<file path="src/rtl/cmp_serial_unit.sv">
// Chunk-serial magnitude comparator: scans CHUNK bits per cycle MSB-first,
// terminates on the first differing chunk, supports unsigned and signed modes.
module cmp_serial_unit #(
  parameter int unsigned WIDTH = 16,
  parameter int unsigned CHUNK = 4,
  localparam int unsigned NCHUNK = WIDTH / CHUNK,
  localparam int unsigned CW = $clog2(NCHUNK + 1)
) (
  input  logic             clk,
  input  logic             rst_n,
  input  logic             start_valid,
  output logic             start_ready,
  input  logic [WIDTH-1:0] op_a,
  input  logic [WIDTH-1:0] op_b,
  input  logic             signed_mode,
  output logic             res_valid,
  input  logic             res_ready,
  output logic             lt,
  output logic             gt,
  output logic             eq,
  output logic [CW-1:0]    chunks_used
);

  localparam int unsigned IW = (NCHUNK > 1) ? $clog2(NCHUNK) : 1;

  if (CHUNK < 1 || CHUNK > WIDTH || (WIDTH % CHUNK) != 0) begin : g_bad_cfg
    $fatal(1, "cmp_serial_unit: WIDTH must be a positive multiple of CHUNK");
  end

  typedef enum logic [1:0] {StIdle, StScan, StDone} state_e;

  state_e            state_q, state_d;
  logic [WIDTH-1:0]  a_q, a_d, b_q, b_d;
  logic [IW-1:0]     idx_q, idx_d;
  logic [CW-1:0]     cnt_q, cnt_d;
  logic [CW-1:0]     used_q, used_d;
  logic              lt_q, lt_d, gt_q, gt_d, eq_q, eq_d;
  logic [WIDTH-1:0]  bias;
  logic [CHUNK-1:0]  a_chunk, b_chunk;

  // Flipping the sign bit of both operands maps two's-complement order onto
  // unsigned order, so the scan itself is always unsigned.
  assign bias    = signed_mode ? (WIDTH'(1) << (WIDTH - 1)) : '0;
  assign a_chunk = a_q[idx_q*CHUNK +: CHUNK];
  assign b_chunk = b_q[idx_q*CHUNK +: CHUNK];

  // Next-state and result logic for the accept/scan/hold sequence.
  always_comb begin
    state_d = state_q;
    a_d     = a_q;
    b_d     = b_q;
    idx_d   = idx_q;
    cnt_d   = cnt_q;
    used_d  = used_q;
    lt_d    = lt_q;
    gt_d    = gt_q;
    eq_d    = eq_q;
    unique case (state_q)
      StIdle: begin
        if (start_valid) begin
          a_d     = op_a ^ bias;
          b_d     = op_b ^ bias;
          idx_d   = IW'(NCHUNK - 1);
          cnt_d   = '0;
          state_d = StScan;
        end
      end
      StScan: begin
        cnt_d = cnt_q + CW'(1);
        if (a_chunk != b_chunk) begin
          lt_d    = (a_chunk < b_chunk);
          gt_d    = (a_chunk > b_chunk);
          eq_d    = 1'b0;
          used_d  = cnt_q + CW'(1);
          state_d = StDone;
        end else if (idx_q == '0) begin
          lt_d    = 1'b0;
          gt_d    = 1'b0;
          eq_d    = 1'b1;
          used_d  = CW'(NCHUNK);
          state_d = StDone;
        end else begin
          idx_d = idx_q - IW'(1);
        end
      end
      StDone: begin
        if (res_ready) state_d = StIdle;
      end
      default: state_d = StIdle;
    endcase
  end

  // State register with synchronous active-low reset.
  always_ff @(posedge clk) begin
    if (!rst_n) begin
      state_q <= StIdle;
      a_q     <= '0;
      b_q     <= '0;
      idx_q   <= '0;
      cnt_q   <= '0;
      used_q  <= '0;
      lt_q    <= 1'b0;
      gt_q    <= 1'b0;
      eq_q    <= 1'b0;
    end else begin
      state_q <= state_d;
      a_q     <= a_d;
      b_q     <= b_d;
      idx_q   <= idx_d;
      cnt_q   <= cnt_d;
      used_q  <= used_d;
      lt_q    <= lt_d;
      gt_q    <= gt_d;
      eq_q    <= eq_d;
    end
  end

  // All outputs come straight from registers.
  assign start_ready = (state_q == StIdle);
  assign res_valid   = (state_q == StDone);
  assign lt          = lt_q;
  assign gt          = gt_q;
  assign eq          = eq_q;
  assign chunks_used = used_q;

endmodule

</file>
<file path="config.mk">
export PLATFORM = sky130hd
export DESIGN_NAME = cmp_serial_unit
export DESIGN_NICKNAME = d
export VERILOG_FILES = /design/src/rtl/cmp_serial_unit.sv
export SDC_FILE = /design/constraint.sdc
export NUM_CORES = 1
export LEC_CHECK = 0
export CORE_MARGIN = 5
export CORE_UTILIZATION = 55
export CTS_BUF_LIST = sky130_fd_sc_hd__clkbuf_4
export CTS_CLUSTER_DIAMETER = 50
export DETAILED_ROUTE_END_ITERATION = 6
export PLACE_DENSITY = 0.86
export SYNTH_ARGS = -nofsm -noshare
export SYNTH_HDL_FRONTEND = slang
export SYNTH_SLANG_ARGS = --single-unit
</file>
<file path="constraint.sdc">
create_clock -name clk -period 7.1 [get_ports clk]
set_clock_uncertainty 0.1 [all_clocks]
set_input_delay 0.71 -clock clk [delete_from_list [all_inputs] [get_ports clk]]
set_output_delay 0.71 -clock clk [all_outputs]
set_load 0.02 [all_outputs]
</file>
Word-level counts from Yosys, hierarchy flattened

Index checks and enable logic that the tools add are counted.

$add $sub $neg: 2
Magnitude comparators: 2
Equality and inequality tests: 8
Shift-type cells: 2
Mux-type cells: 19
Bitwise gates (word level): 2
Reduce and logical (&&, ||, !) cells: 9

Operator list:

| kind                                              | number |
|---|---|
| indexed part select 16 x 5 -> 4 bit               | 2 |
| XOR 16 bit                                        | 2 |
| 2-to-1 mux 16 bit                                 | 1 |
| 2-to-1 mux 2 bit                                  | 7 |
| 2-to-1 mux 3 bit                                  | 3 |
| != test 2 bit (second input constant)             | 3 |
| one-hot mux 2 bit (3 select lines)                | 1 |
| one-hot mux 3 bit (2 select lines)                | 1 |
| AND reduction 2 bit                               | 3 |
| 2-to-1 mux 1 bit                                  | 5 |
| > comparator 4 bit                                | 1 |
| logical NOT 2 bit                                 | 2 |
| less-than comparator 4 bit                        | 1 |
| != test 4 bit                                     | 1 |
| one-hot mux 2 bit (2 select lines)                | 1 |
| AND reduction 4 bit                               | 1 |
| nonzero test 2 bit                                | 2 |
| adder 3 x 1 -> 3 bit (second input constant)      | 1 |
| != test 3 bit (second input constant)             | 1 |
| AND reduction 3 bit                               | 1 |
| == test 2 x 1 -> 1 bit (second input constant)    | 1 |
| == test 2 bit (second input constant)             | 1 |
| != test 2 x 1 -> 1 bit (second input constant)    | 1 |
| subtractor 2 x 1 -> 2 bit (second input constant) | 1 |

Bits in registers: 45
Input port bits: 37
Output and inout bits: 8
Logic and storage cells: 53

Logic depth before layout (Yosys ltp)

Depth in word-level cells: 4
Gate-level depth with buffers: 9
Mapped depth without buffers: 7

Worst setup path after synthesis

No wires, ideal clock.

Path type: reg-to-reg
Start point: register idx_q[0]
End point: register state_q[1]
Library setup time: 122 ps
Arrival time: 2,132 ps
Required time: 6,878 ps
Setup slack: 4,746 ps
Stages on the path, launching flop included: 9
Buffers on the path: 2
Clock period less this slack: 2,354 ps
Cell sequence: dfxtp_1 -> buf_4 -> mux4_2 -> ha_1 -> nand4_4 -> and2_4 -> buf_6 -> a211o_1 -> o311a_1

Cells in the longest elaborated chain, start to end: 4
Elaborated cells between the ends (all ways): 8
Those cells by class: eq/ne (2); shift (2); mux (2); reduce/logical (2)

Ends and longest elaborated chain:

| what                                                                                | RTL line | RTL |
|---|---|---|
| start, declared                                                                     | 34       | `logic [IW-1:0] idx_q, idx_d;` |
| start signal, assigned                                                              | 109      | `idx_q <= idx_d;` |
| indexed part select 16 x 5 -> 4 bit, on equally long branches                       | 44, 45   |  |
| != test 4 bit                                                                       | 70       | `if (a_chunk != b_chunk) begin` |
| != test 3 bit (no line) or 2-to-1 mux 2 bit (tied branches)                         | --       |  |
| AND reduction 3 bit (no line) or one-hot mux 2 bit (3 select lines) (tied branches) | --       |  |
| end signal, assigned                                                                | 96       | `state_q <= StIdle;` |
| end signal, assigned                                                                | 106      | `state_q <= state_d;` |
| end, declared                                                                       | 32       | `state_e state_q, state_d;` |

Parallel ways exist; a longest one is shown, timed or not.
A chain may end at the register's enable or synchronous reset.

Final worst setup path

Same ends and word-level chain as after synthesis.

==> summary by stage <==
Logic synthesis
The synthesized design contains 45 register bits. The number of different library cells in the post-synthesis netlist is 35. Synthesis handed over a netlist of between 200 and 250 instances.

The Yosys warning count is 0. The post-synth design cell area is 2090 µm². The mean instance size in the synthesized netlist is just over 9 µm².

The post-synthesis net count is roughly 270. The share of the Yosys chip area taken by registers is 0.430.

Setup path
STA classifies the critical path endpoint as a register. STA puts the critical path data required time at 7250 ps. The critical path goes through mux4_2 > ha_1 > nand4_4 > and2_4 > a211o_1 > o311a_1. The setup check on the worst reg-to-reg path leaves a slack of ~4500 ps. The first element of the critical path is idx_q[0]. The peak fanout along the critical path is 11.

The critical path class is reg -> reg. The slowest cell on the critical path is sky130_fd_sc_hd__dfxtp_1. The kind of start point of the critical path is a register. The number of cells on the worst reg-to-reg path is 6. The critical path arrival is ~2700 ps. The terminus of the critical flop-to-flop path is state_q[1]. The endpoint of the most critical setup path is state_q[1]. The startpoint identified for the worst register-to-register timing path is idx_q[0]. The largest single stage delay on the critical path is around 690 ps.

Timing
The final number of hold-violating endpoints is 0. Hold is met by 359 ps. Measured against its own limit, the worst slew margin works out to 0.174. The number of pins with negative max-slew slack in the final report was 0. Timing would allow up to slightly below 400 MHz.

The final period demand of the worst path is about 2600 ps. The sum of negative setup slack is 0 ps. In the finished design, the share of the clock period the worst path needs comes to 0.364. The slew at the pin with the worst max-slew slack is roughly 1200 ps. Setup violations remaining at the end of the flow were counted as 0. Setup repair after global routing left no endpoint under its margin.

Global route
For this run the aggregate overflow at the end of global routing stands at 0. In the global route stage, overall resource usage came out at 0.163. The number of antenna violations at the first check in global routing is 0. Entering global routing, the biggest net connects 39 pins. The global routing usage on met3 is 0.0589. For met2 alone, demand over resource in global routing was 0.256. The layer flagged by global routing as most heavily used is met2.

In the global route stage, met1 resource usage came out at 0.206. The wire length of the first global-routing pass is 6690 µm. The number of global-route vias before repair is 1,545.

Floorplan
The full die area is ~5100 µm². In this run the horizontal extent of the chip is around 70 µm. The initial cell density of the core is 0.568. During I/O placement, the number of pins put on the boundary was 45. The die is roughly 70 µm tall.

The initialized floorplan defines 22 standard-cell rows. The core area is between 3000 and 4000 µm².

Place
Routability-driven placement finished with a final weighted congestion of roughly 0.72. Once detailed placement completed, the half-perimeter wirelength came to between 2000 and 3000 µm. During placement, the flow inserted port buffers numbering between 40 and 50.

Routing
The number of antenna-violating nets in the routed design is 0. For this run, the detailed router's first-pass iteration total came to 4. The violation count after the first detailed-routing iteration is 58. The number of vias in the routed layout is 1,649. After detailed routing, the number of vias per cell comes to roughly 5.3. The mean routed wirelength per cell is roughly 13 µm. In the routed design, unresolved DRC markers number 0. The total wirelength of the detailed-routed design is ~4000 µm.

Clock network
The clock passes through at most 2 buffers. Buffers added to address setup during post-CTS repair amount to 0. The depth of the CTS H-tree is 2. The cell chosen for the clock root is sky130_fd_sc_hd__clkbuf_4. In this run, post-CTS hold repair placed 0 buffers. The clock buffer count from CTS is 5. TritonCTS built the clock tree. The number of gates resized after CTS was 0. The count of clock tree sinks is 45. The clock insertion delay at the later pin of the skew report is about 360 ps. Clock-pin slew was measured on the worst setup and hold paths at around 130 ps.

Power and ir drop
The power per cell area is between 200 and 250 nW/µm². The final total power is around 0.57 mW. In this run the static leakage power is ~1 nW.

The worst supply voltage drop on vdd is roughly 0.00016 V.

Final layout
Relative to the synthesized area, the layout overhead comes to 22.1%. The final antenna diode count is 0. At the end of the flow, the number of nets in the layout was roughly 310.

The layout cell share with drive strength beyond 1 is 0.0827.

Status
The flow ran to the end, and the final reports show no timing, DRC or antenna violations.

Hold path
In this run the worst hold path is classified as reg -> reg.

Run
The number of max-cap violations is 0.
[worst max-delay path: cells and delay by family (launching register included)]
family	cells	cell delay, ps
AOI/OAI and AO/OA	2	370
and+or+nand+nor	2	370
DFF	1	690
muxes	1	570
adders and majority gates	1	360
[cells by family (layout without fill, tap and decap cells)]
group / count (synthesis) / after routing / synth area share
AOI/OAI and AO/OA: 51 / 51 / 0.177
xor gates and xnor gates: 3 / 3 / 0.0125
adders and majority gates: 6 / 6 / 0.0358
buffers and inverters: 24 / 62 / 0.0615
DFF: 45 / 45 / 0.430
muxes: 8 / 8 / 0.0860
and+or+nand+nor: 91 / 91 / 0.197
[cells in the final DEF, fill, tap and decap left out, drive strengths merged, types with 3 or more instances in the layout]
| cell type | n |
|---|---|
| a211oi | 4 |
| a21boi | 26 |
| a21oi | 9 |
| and2 | 4 |
| clkbuf | 5 |
| clkdlybuf4s50 | 44 |
| clkinv | 3 |
| dfxtp | 45 |
| ha | 6 |
| inv | 9 |
| mux4 | 8 |
| nand2 | 69 |
| nand3 | 3 |
| nor2 | 5 |
| nor3 | 5 |
| o21ai | 4 |
| xnor2 | 3 |
[worst min-delay path by stage]
stage | from | end | cells after the start
2_1_floorplan | a_q[10] | a_q[10] | 2
3_3_place_gp | b_q[6] | b_q[6] | 2
3_5_place_dp | a_q[6] | a_q[6] | 2
4_1_cts | a_q[6] | a_q[6] | 2
5_1_grt | b_q[4] | b_q[4] | 2
6_report | a_q[6] | a_q[6] | 2
[cells in the mapped netlist]
cell	number	area, µm²
sky130_fd_sc_hd__buf_4	5	37.5
sky130_fd_sc_hd__a21oi_1	9	45.0
sky130_fd_sc_hd__dfxtp_1	45	901
sky130_fd_sc_hd__a21boi_1	25	188
sky130_fd_sc_hd__mux4_2	8	180
sky130_fd_sc_hd__and2_4	1	8.76
sky130_fd_sc_hd__nand2_1	69	259
sky130_fd_sc_hd__nor3_4	1	16.3
sky130_fd_sc_hd__nand3_1	3	15.0
sky130_fd_sc_hd__a31o_1	1	8.76
sky130_fd_sc_hd__o21a_1	2	15.0
sky130_fd_sc_hd__buf_6	2	22.5
sky130_fd_sc_hd__nand4_4	1	21.3
sky130_fd_sc_hd__nor2_1	4	15.0
sky130_fd_sc_hd__nor2_2	1	6.26
sky130_fd_sc_hd__a21boi_0	1	7.51
sky130_fd_sc_hd__o21ai_0	1	5.00
sky130_fd_sc_hd__nor2b_1	1	6.26
sky130_fd_sc_hd__a211oi_1	2	15.0
sky130_fd_sc_hd__a211oi_2	2	25.0
sky130_fd_sc_hd__nor2b_4	1	13.8
sky130_fd_sc_hd__o32ai_1	1	8.76
sky130_fd_sc_hd__o311a_1	2	20.0
sky130_fd_sc_hd__and3_1	1	6.26
sky130_fd_sc_hd__o21ai_1	3	15.0
sky130_fd_sc_hd__ha_1	6	75.1
sky130_fd_sc_hd__inv_1	9	33.8
sky130_fd_sc_hd__clkbuf_1	4	15.0
sky130_fd_sc_hd__buf_2	4	20.0
sky130_fd_sc_hd__and2_1	3	18.8
sky130_fd_sc_hd__nand2b_1	1	6.26
sky130_fd_sc_hd__o2bb2ai_1	1	8.76
sky130_fd_sc_hd__a211o_1	1	8.76
sky130_fd_sc_hd__xnor2_1	3	26.3
sky130_fd_sc_hd__nor3_1	4	20.0
[sequential cells by signal, summed over array words and instances (netlist names)]
signal	count
b_q	16
a_q	16
idx_q	2
eq	1
state_q	2
chunks_used	3
lt	1
cnt_q	3
gt	1
[report_power, final]
| part | internal [mW] | switching [mW] |
|---|---|---|
| clock network | 0.0359 | 0.0770 |
| registers | 0.276 | 0.0196 |
| logic | 0.0814 | 0.0782 |
| total | 0.394 | 0.175 |
[area by class of cell]
class                      instances  area (µm²)
fill                             310        1130
multi-input combinational        159        1060
sequential                        45         901
timing repair buffer              45         448
tap                               48        60.1
clock buffer                       5        37.5
inverter                           9        33.8
clock inverter                     3        12.5
[per-layer routing]
| metal | part of all wire | up-vias |
|---|---|---|
| li1 | - | 848 |
| met1 | 0.47 | 757 |
| met2 | 0.45 | 36 |
| met3 | 0.070 | 8 |
| met4 | 0.016 | 0 |
| met5 | 0 | - |
[metrics by stage]
stage          utilization  setup WS, ps  instances  area [µm²]
2_1_floorplan            -          4750        228        2090
3_3_place_gp         0.680          4440        306        2510
3_5_place_dp         0.680          4340        306        2510
4_1_cts              0.693          4500        314        2560
5_1_grt              0.693          4360        314        2560
6_report             0.693          4510        314        2560
No activity file was read; power rests on OpenSTA's default activity.
